--- src/rtl/o_delay_tap_ctrl.sv ---
// o_delay_tap_ctrl
// Sequencer for one O_DELAY instance: optionally reloads DELAY, then steps the
// tap one DLY_ADJ pulse at a time until DLY_TAP_VALUE equals the requested tap.
// Optional watchdog: define O_DELAY_CTRL_TIMEOUT_EN.
//
// Ports:
//   CLK_IN, RST          clock (O_DELAY CLK_IN domain), async active-high reset
//   REQ_VALID/REQ_READY  request handshake; REQ_LOAD, REQ_TAP request payload
//   BUSY, DONE, ERR      status (DONE one-cycle pulse, ERR sticky until next accept)
//   CUR_TAP              registered copy of DLY_TAP_VALUE
//   DLY_LOAD/DLY_ADJ/DLY_INCDEC  controls to O_DELAY; DLY_TAP_VALUE from O_DELAY
module o_delay_tap_ctrl #(
  parameter int DELAY          = 0,
  parameter int GAP_CYCLES     = 1,
  parameter int SETTLE_CYCLES  = 2,
  parameter int TIMEOUT_CYCLES = 64
) (
  input  logic       CLK_IN,
  input  logic       RST,
  input  logic       REQ_VALID,
  output logic       REQ_READY,
  input  logic       REQ_LOAD,
  input  logic [5:0] REQ_TAP,
  output logic       BUSY,
  output logic       DONE,
  output logic       ERR,
  output logic [5:0] CUR_TAP,
  output logic       DLY_LOAD,
  output logic       DLY_ADJ,
  output logic       DLY_INCDEC,
  input  logic [5:0] DLY_TAP_VALUE
);

  typedef enum logic [3:0] {
    S_IDLE, S_LOAD, S_SETTLE, S_CHECK, S_COMPARE,
    S_SETUP, S_PULSE, S_GAP, S_DONE, S_ERROR
  } state_t;

  localparam logic [5:0] DLY6        = 6'(DELAY);
  localparam logic [3:0] GAP_LAST    = 4'(GAP_CYCLES - 1);
  localparam logic [3:0] SETTLE_LAST = 4'(SETTLE_CYCLES - 1);

  state_t     r_state, w_next;
  logic [3:0] r_cnt;
  logic [5:0] r_tgt, r_prev, r_cur;
  logic       r_ld, r_err, r_incdec, r_rdy;
  logic       w_accept, w_timeout;
  logic [5:0] w_tap;

  assign w_tap    = DLY_TAP_VALUE;
  assign w_accept = REQ_VALID && REQ_READY;

`ifdef O_DELAY_CTRL_TIMEOUT_EN
  localparam logic [15:0] WD_LIMIT = 16'(TIMEOUT_CYCLES * (2 + GAP_CYCLES + SETTLE_CYCLES));
  logic [15:0] r_wd;

  // Watchdog only fires while the request can still complete.
  assign w_timeout = (r_wd >= WD_LIMIT) &&
                     !(r_state inside {S_IDLE, S_DONE, S_ERROR});

  always_ff @(posedge CLK_IN or posedge RST) begin
    if (RST)                         r_wd <= '0;
    else if (w_accept)               r_wd <= '0;
    else if (BUSY && r_wd != '1)     r_wd <= r_wd + 16'd1;
  end
`else
  logic w_unused;
  assign w_timeout = 1'b0;
  assign w_unused  = 1'(TIMEOUT_CYCLES);
`endif

  // Next state. The stuck-tap check and the target compare of a step are
  // folded into the final settle cycle, so each step costs exactly
  // SETUP + PULSE + GAP_CYCLES + SETTLE_CYCLES cycles.
  always_comb begin
    w_next = r_state;
    case (r_state)
      S_IDLE:    if (w_accept) w_next = REQ_LOAD ? S_LOAD : S_COMPARE;
      S_LOAD:    if (r_cnt == 4'd1) w_next = S_SETTLE;
      S_SETTLE:  if (r_cnt == SETTLE_LAST) begin
                   if (r_ld)                 w_next = S_CHECK;
                   else if (w_tap == r_prev) w_next = S_ERROR;
                   else if (w_tap == r_tgt)  w_next = S_DONE;
                   else                      w_next = S_SETUP;
                 end
      S_CHECK:   w_next = (w_tap != DLY6) ? S_ERROR : S_COMPARE;
      S_COMPARE: w_next = (w_tap == r_tgt) ? S_DONE : S_SETUP;
      S_SETUP:   w_next = S_PULSE;
      S_PULSE:   w_next = S_GAP;
      S_GAP:     if (r_cnt == GAP_LAST) w_next = S_SETTLE;
      S_DONE:    w_next = S_IDLE;
      S_ERROR:   w_next = S_IDLE;
      default:   w_next = S_IDLE;
    endcase
    if (w_timeout) w_next = S_ERROR;
  end

  always_ff @(posedge CLK_IN or posedge RST) begin
    if (RST) begin
      r_state  <= S_IDLE;
      r_cnt    <= '0;
      r_tgt    <= '0;
      r_prev   <= '0;
      r_cur    <= '0;
      r_ld     <= 1'b0;
      r_err    <= 1'b0;
      r_incdec <= 1'b0;
      r_rdy    <= 1'b0;
    end else begin
      r_state <= w_next;
      r_cur   <= DLY_TAP_VALUE;
      r_rdy   <= 1'b1;
      r_cnt   <= (w_next != r_state) ? 4'd0 : r_cnt + 4'd1;
      if (w_accept) begin
        r_tgt <= REQ_TAP;
        r_ld  <= REQ_LOAD;
        r_err <= 1'b0;
      end else if (w_next == S_ERROR) begin
        r_err <= 1'b1;
      end
      if (r_state == S_CHECK) r_ld <= 1'b0;
      // Direction and reference tap are latched when a new step begins.
      if (w_next == S_SETUP && r_state != S_SETUP) begin
        r_incdec <= (r_tgt > w_tap);
        r_prev   <= w_tap;
      end
    end
  end

  assign REQ_READY  = r_rdy && (r_state == S_IDLE);
  assign BUSY       = (r_state != S_IDLE);
  assign DONE       = (r_state == S_DONE);
  assign ERR        = r_err;
  assign CUR_TAP    = r_cur;
  assign DLY_LOAD   = (r_state == S_LOAD);
  assign DLY_ADJ    = (r_state == S_PULSE) && !w_timeout;
  assign DLY_INCDEC = r_incdec;

endmodule
--- config.mk ---
export PLATFORM = sky130hd
export DESIGN_NAME = o_delay_tap_ctrl
export DESIGN_NICKNAME = d
export VERILOG_FILES = /design/src/rtl/o_delay_tap_ctrl.sv
export SDC_FILE = /design/constraint.sdc
export NUM_CORES = 1
export LEC_CHECK = 0
export ABC_AREA = 1
export BUFFER_PORTS_ARGS = -buffer_cell sky130_fd_sc_hd__buf_2
export CAP_MARGIN = 20
export CORE_UTILIZATION = 50
export CTS_CLUSTER_SIZE = 14
export DETAILED_ROUTE_END_ITERATION = 12
export PLACE_DENSITY_LB_ADDON = 0.3
export SYNTH_ARGS = -nofsm -noshare
export SYNTH_HDL_FRONTEND = slang
export SYNTH_SLANG_ARGS = --single-unit
export TNS_END_PERCENT = 100
--- constraint.sdc ---
create_clock -name CLK_IN -period 1.89 [get_ports CLK_IN]
set_input_delay 0.4725 -clock CLK_IN [delete_from_list [all_inputs] [get_ports CLK_IN]]
set_output_delay 0.4725 -clock CLK_IN [all_outputs]
set_load 0.02 [all_outputs]
==> impl_metrics.ini, run 1 <==
[critical_path]
endpoint_kind = flip-flop
regToRegSetupSlack_ns = -0.05
path_max_fanout = 6
reg2reg_depth = 12
arrival_ns = 2.18
required_ns = 2.13
critPathLaunchType = flip-flop
criticalPathCategory = flip-flop to flip-flop
reg2reg_from = r_tgt[4]
rr_endpoint = r_cnt[3]

[floorplan]
io_pins = 29
fp.coreArea_sq_um = 3340
rows = 21
die_y_um = 60.9
dieArea_sq_um = 3710
fp.dieW_um = 60.9
start_util = 0.519

[clocking]
cts_hold_buf = 0
cts_buffer_depth = 2
cts_tree = done
numCtsBuffers = 5
clk_pin_slew_ns = 0.10
clk_latency_ns = 0.35
h-tree-depth = 2
clock_sinks = 30
clockRootBuffer = clkbuf_4

[cells_and_area]
layout.nets = 304
drive_gt1_frac = 0.404
antenna_cells = 0
area_delta_synth_final_pct = 32.5
design_area_sq_um = 2300
fillers = 263

[grt]
grt_antenna_before_repair = 0
globalRouteTotalUtil = 0.226
grt_max_degree = 31
grt-ovfl-total = 0
grt_pass1_wl_mm = 5.88
grt_pass1_vias = 1315

[outcome]
violations = negative setup slack
outcome = finished with violations

[synthesis]
synth-seq-cells = 30
seq_area_frac_synth = 0.433
yosysUniqueCellTypes = 24
synth_edf_count = 0
netlist_top_cells_area = dfrtp_1 43%, nand2_1 16%, inv_1 6.9%
syn_inst = 224
syn_nets = 249
yosys_warnings = 0
synthFlopType = dfrtp_1
synth.top_cells.by_count = 73 x nand2_1, 32 x inv_1, 30 x dfrtp_1, 19 x nor2_1, 11 x nand3_1
synth_area_sq_um = 1730
yosysMostFrequentCell = nand2_1
synthArstFlopShare = 1.00
avgSynthCellArea_sq_um = 7.74
yosys.area.top_type = dfrtp_1
netlist.area_leader.share = 0.433

[sta]
finalCriticalPeriod_ns = 1.94
min_period_over_period = 1.03
drv_slew = 0
setup_viol = 4
timing.fmax_ghz = 0.515
fin_ws_ns = -0.0522
fin_tns_setup_ns = -0.199
whs_ns = 0.177
rsz0062_at_grt = true
hold_viol = 0
fin_skew_ns = 0.00710

[route]
wire_per_inst_um = 13.0
routed_via_density = 4.99
ant_nets = 0
drc = 0
first_pass_iters = 6
routed_wl_mm = 4.23
route.vias.total = 1628
drt_iter0_markers = 108

[min_path]
hold_class = input port to async pin

[run]
maxCapViolations = 0

[placed_design]
placed_area_sq_um = 2030
dp.final_hpwl_mm = 2.74
globalplace.congestion = 0.903
io_buffers = 28

[pwr]
p_per_area_nw_per_um2 = 1530
finalPower_w = 0.00352
peakVddDrop_mv = 0.756
p_leak_nw = 1.25
per-layer routing:
metal  GRT usage  up-vias  part of all wire
met1       0.304      759              0.43
met2       0.342       59              0.50
met4      0.0974        0             0.017
met5           0        -                 0
li1            -      802                 -
met3      0.0640        8             0.055
how the worst max path moves through the flow:
stage	startpoint	end	slack, ns
after global routing	r_tgt[4]	r_cnt[1]	-0.16
final	r_tgt[4]	r_cnt[3]	-0.05
after floorplan	DLY_TAP_VALUE[5]	DLY_INCDEC	0.002
after global placement	DLY_TAP_VALUE[4]	r_prev[1]	-0.20
after CTS	r_cnt[1]	r_prev[2]	0.01
after detailed placement	DLY_TAP_VALUE[4]	r_prev[2]	-0.31
power breakdown:
part	internal (W)	leakage, nW	switching (W)
clock	0.000180	0.0353	0.000239
combinational	0.000808	0.837	0.00124
sequential	0.000853	0.373	0.000197
stage by stage:
stage / instances / utilization / setup WS (ns)
2_1_floorplan: 224 / - / 0.00160
4_1_cts: 319 / 0.628 / 0.0135
3_3_place_gp: 311 / 0.607 / -0.198
6_report: 326 / 0.688 / -0.0522
5_1_grt: 326 / 0.688 / -0.160
3_5_place_dp: 311 / 0.607 / -0.306
cell usage in the layout (no fill, tap or decap), types with 6 or more instances in the layout:
cell	n
dfrtp_1	28
buf_2	25
o21ai_2	8
nand2_2	16
nor2_1	17
inv_1	29
nand3_1	11
nand2_4	7
ha_1	6
buf_4	24
nand2_1	62
cells by family (layout without fill, tap and decap cells):
logic type / Yosys count / in the layout / synth area share
fa+ha+maj: 9 / 9 / 0.0650
buf+inv: 36 / 91 / 0.0866
simple gates: 128 / 129 / 0.328
xor+xnor: 2 / 2 / 0.0101
compound gates: 18 / 18 / 0.0751
other cells: 1 / 1 / 0.00216
flops: 30 / 30 / 0.433
critical path: stages, from the launching register on:
cell and delay [ns]:
dfrtp_1 0.44, ha_4 0.29, nand2_4 0.05, nor2_4 0.12, nand2_4 0.09, nand2_4 0.07
nand2_4 0.06, nor3_4 0.26, nand2_1 0.12, nand2_1 0.08, nand2_1 0.06, nand2_2 0.12
nor3_2 0.06
state kept, by name (all words and copies together), names as in the netlist:
register,cells
CUR_TAP,6
r_prev,6
r_tgt,6
r_cnt,4
r_state,4
DLY_INCDEC,1
ERR,1
r_ld,1
r_rdy,1
final cells by class:
type	count	area, sq um	area share
multi-input cells	159	992	0.432
flip-flops and latches	30	753	0.328
repair buffers	49	305	0.133
inverters	34	128	0.0556
well taps	46	57.6	0.0251
clock buffers	7	55.1	0.0240
clock inverters	1	5.00	0.00218
what timing repair did:
| action | 4_1_cts | 5_1_grt |
|---|---|---|
| pin swaps | 1 | 17 |
| setup buffers | 0 | 6 |
| resized for setup | 3 | 34 |
| endpoints found under the setup margin | 12 | 16 |
| cloned | 0 | 1 |
Note: power is estimated with default switching activity, not from simulation.
==> run 2, diff against run 1 <==
Settings changed: CORE_UTILIZATION 50 to 60.
Clock period 1.89 ns to 2.4 ns, I/O delays scaled along.
==> run 2 against run 1 <==
  * The flow now finishes without violations
  * Critical endpoint is now r_prev[0]
  * Core utilization grew 2.7 points
  * Critical path depth grew 1
  * Sequential share of layout area grew 5.3 points
==> impl_metrics.ini, run 2 (synthesis results as in run 1) <==
[route]
first_pass_iters = 4
drc = 0
ant_nets = 0
routed_wl_mm = 3.37
routed_via_density = 5.18
drt_iter0_markers = 49
route.vias.total = 1512
wire_per_inst_um = 11.5

[critical_path]
path_max_fanout = 14
arrival_ns = 2.36
critPathLaunchType = input port
critical_path_depth = 13
crit_family = simple AND/OR/NAND/NOR gates
endpoint_kind = flip-flop
criticalPathCategory = input port to flip-flop
reg2reg_depth = 11
regToRegSetupSlack_ns = 0.38
reg2reg_from = r_tgt[5]
path_cells = buf_2, inv_1, ha_1, nand2_1, nor2_1, nand2_1, nand2_1, nand2_2, nor3_2, a21oi_2, nand2_4, nand2_1, o21ai_2
rr_endpoint = r_prev[0]
crit_top_cell = nand2_1
crit_buf_inv = 2
required_ns = 2.67
worst_path_largest_cell_delay_ns = 0.29
cpMaxStageDelayCell = ha_1

[pwr]
p_per_area_nw_per_um2 = 1170
peakVddDrop_mv = 0.945
p_leak_nw = 1.12

[clocking]
clockRootBuffer = clkbuf_4
clk_pin_slew_ns = 0.09
h-tree-depth = 2
post_cts_buffers = 0
cts_hold_buf = 0
cts_resized = 0
numCtsBuffers = 5
clock_sinks = 30
cts_tree = done
cts_buffer_depth = 2
clk_latency_ns = 0.34

[grt]
grt_pass1_vias = 1388
globalRouteTotalUtil = 0.248
grt_antenna_before_repair = 0
grt_pass1_wl_mm = 5.92
grtUsageMet1 = 0.329
grt-ovfl-total = 0
grt_max_degree = 31
gr-usage-met3 = 0.0814
grt.busiest_layer = met2
use_met2 = 0.380

[sta]
fin_ws_ns = 0.310
drv_slew = 0
whs_ns = 0.312
rsz0062_at_grt = false
fin_skew_ns = 0.00503
setup_viol = 0
min_period_over_period = 0.871
hold_viol = 0
finalCriticalPeriod_ns = 2.09
timing.fmax_ghz = 0.478

[cells_and_area]
drive_gt1_frac = 0.261
final_common_cell = nand2_1
layout.nets = 285
area_delta_synth_final_pct = 13.8
antenna_cells = 0
fillers = 235
layout_common_cells = 73 x nand2_1, 32 x inv_1, 30 x dfrtp_1

[floorplan]
rows = 19
fp.dieW_um = 55.7
io_pins = 29
fp.coreArea_sq_um = 2760
die_y_um = 55.7
dieArea_sq_um = 3110
start_util = 0.628

[placed_design]
io_buffers = 28
globalplace.congestion = 0.907
dpl_worst_slack_ns = -0.0133
dp.final_hpwl_mm = 2.58

[outcome]
outcome = complete, no violations

[min_path]
hold_class = input port to async pin

[run]
maxCapViolations = 0
[run 2: area by class of cell]
type	instances	area [sq um]	area share
multi-input combinational	158	832	0.422
sequential	30	751	0.381
timing repair buffer	31	163	0.0825
inverter	34	128	0.0647
clock buffer	7	55.1	0.0279
tap	31	38.8	0.0197
clock inverter	1	5.00	0.00254
[run 2: power by group]
group,switching (W),internal (W)
sequential,0.000140,0.000669
combinational,0.000763,0.000416
clock,0.000173,0.000142
[run 2: through the flow]
stage | TNS (ns) | instance area, sq um | total power (W) | cells | util
2_1_floorplan | 0 | 1730 | 0.00174 | 224 | -
3_3_place_gp | 0 | 1910 | 0.00195 | 284 | 0.693
3_5_place_dp | -0.0173 | 1910 | 0.00198 | 284 | 0.693
4_1_cts | 0 | 1970 | 0.00230 | 292 | 0.715
5_1_grt | 0 | 1970 | 0.00250 | 292 | 0.715
6_report | 0 | 1970 | 0.00230 | 292 | 0.715
[run 2: tightest hold or removal path, delay by kind of cell]
kind | cells | cell delay [ns]
buffers and inverters | 3 | 0.46
[run 2: how the worst max path moves through the flow]
stage                          start          to  slack (ns)
finish              DLY_TAP_VALUE[4]   r_prev[0]        0.31
CTS                 DLY_TAP_VALUE[4]   r_prev[0]        0.34
floorplan           DLY_TAP_VALUE[5]  DLY_INCDEC        0.29
global placement    DLY_TAP_VALUE[5]   r_prev[2]        0.08
detailed placement  DLY_TAP_VALUE[4]   r_prev[0]       -0.01
global route        DLY_TAP_VALUE[5]    r_cnt[3]        0.12
[run 2: metal layers]
layer / vias to the layer above / wire length [um]
met3: 8 / 206
met4: 0 / 61
met2: 43 / 1530
met1: 703 / 1570
met5: - / 0
li1: 758 / -
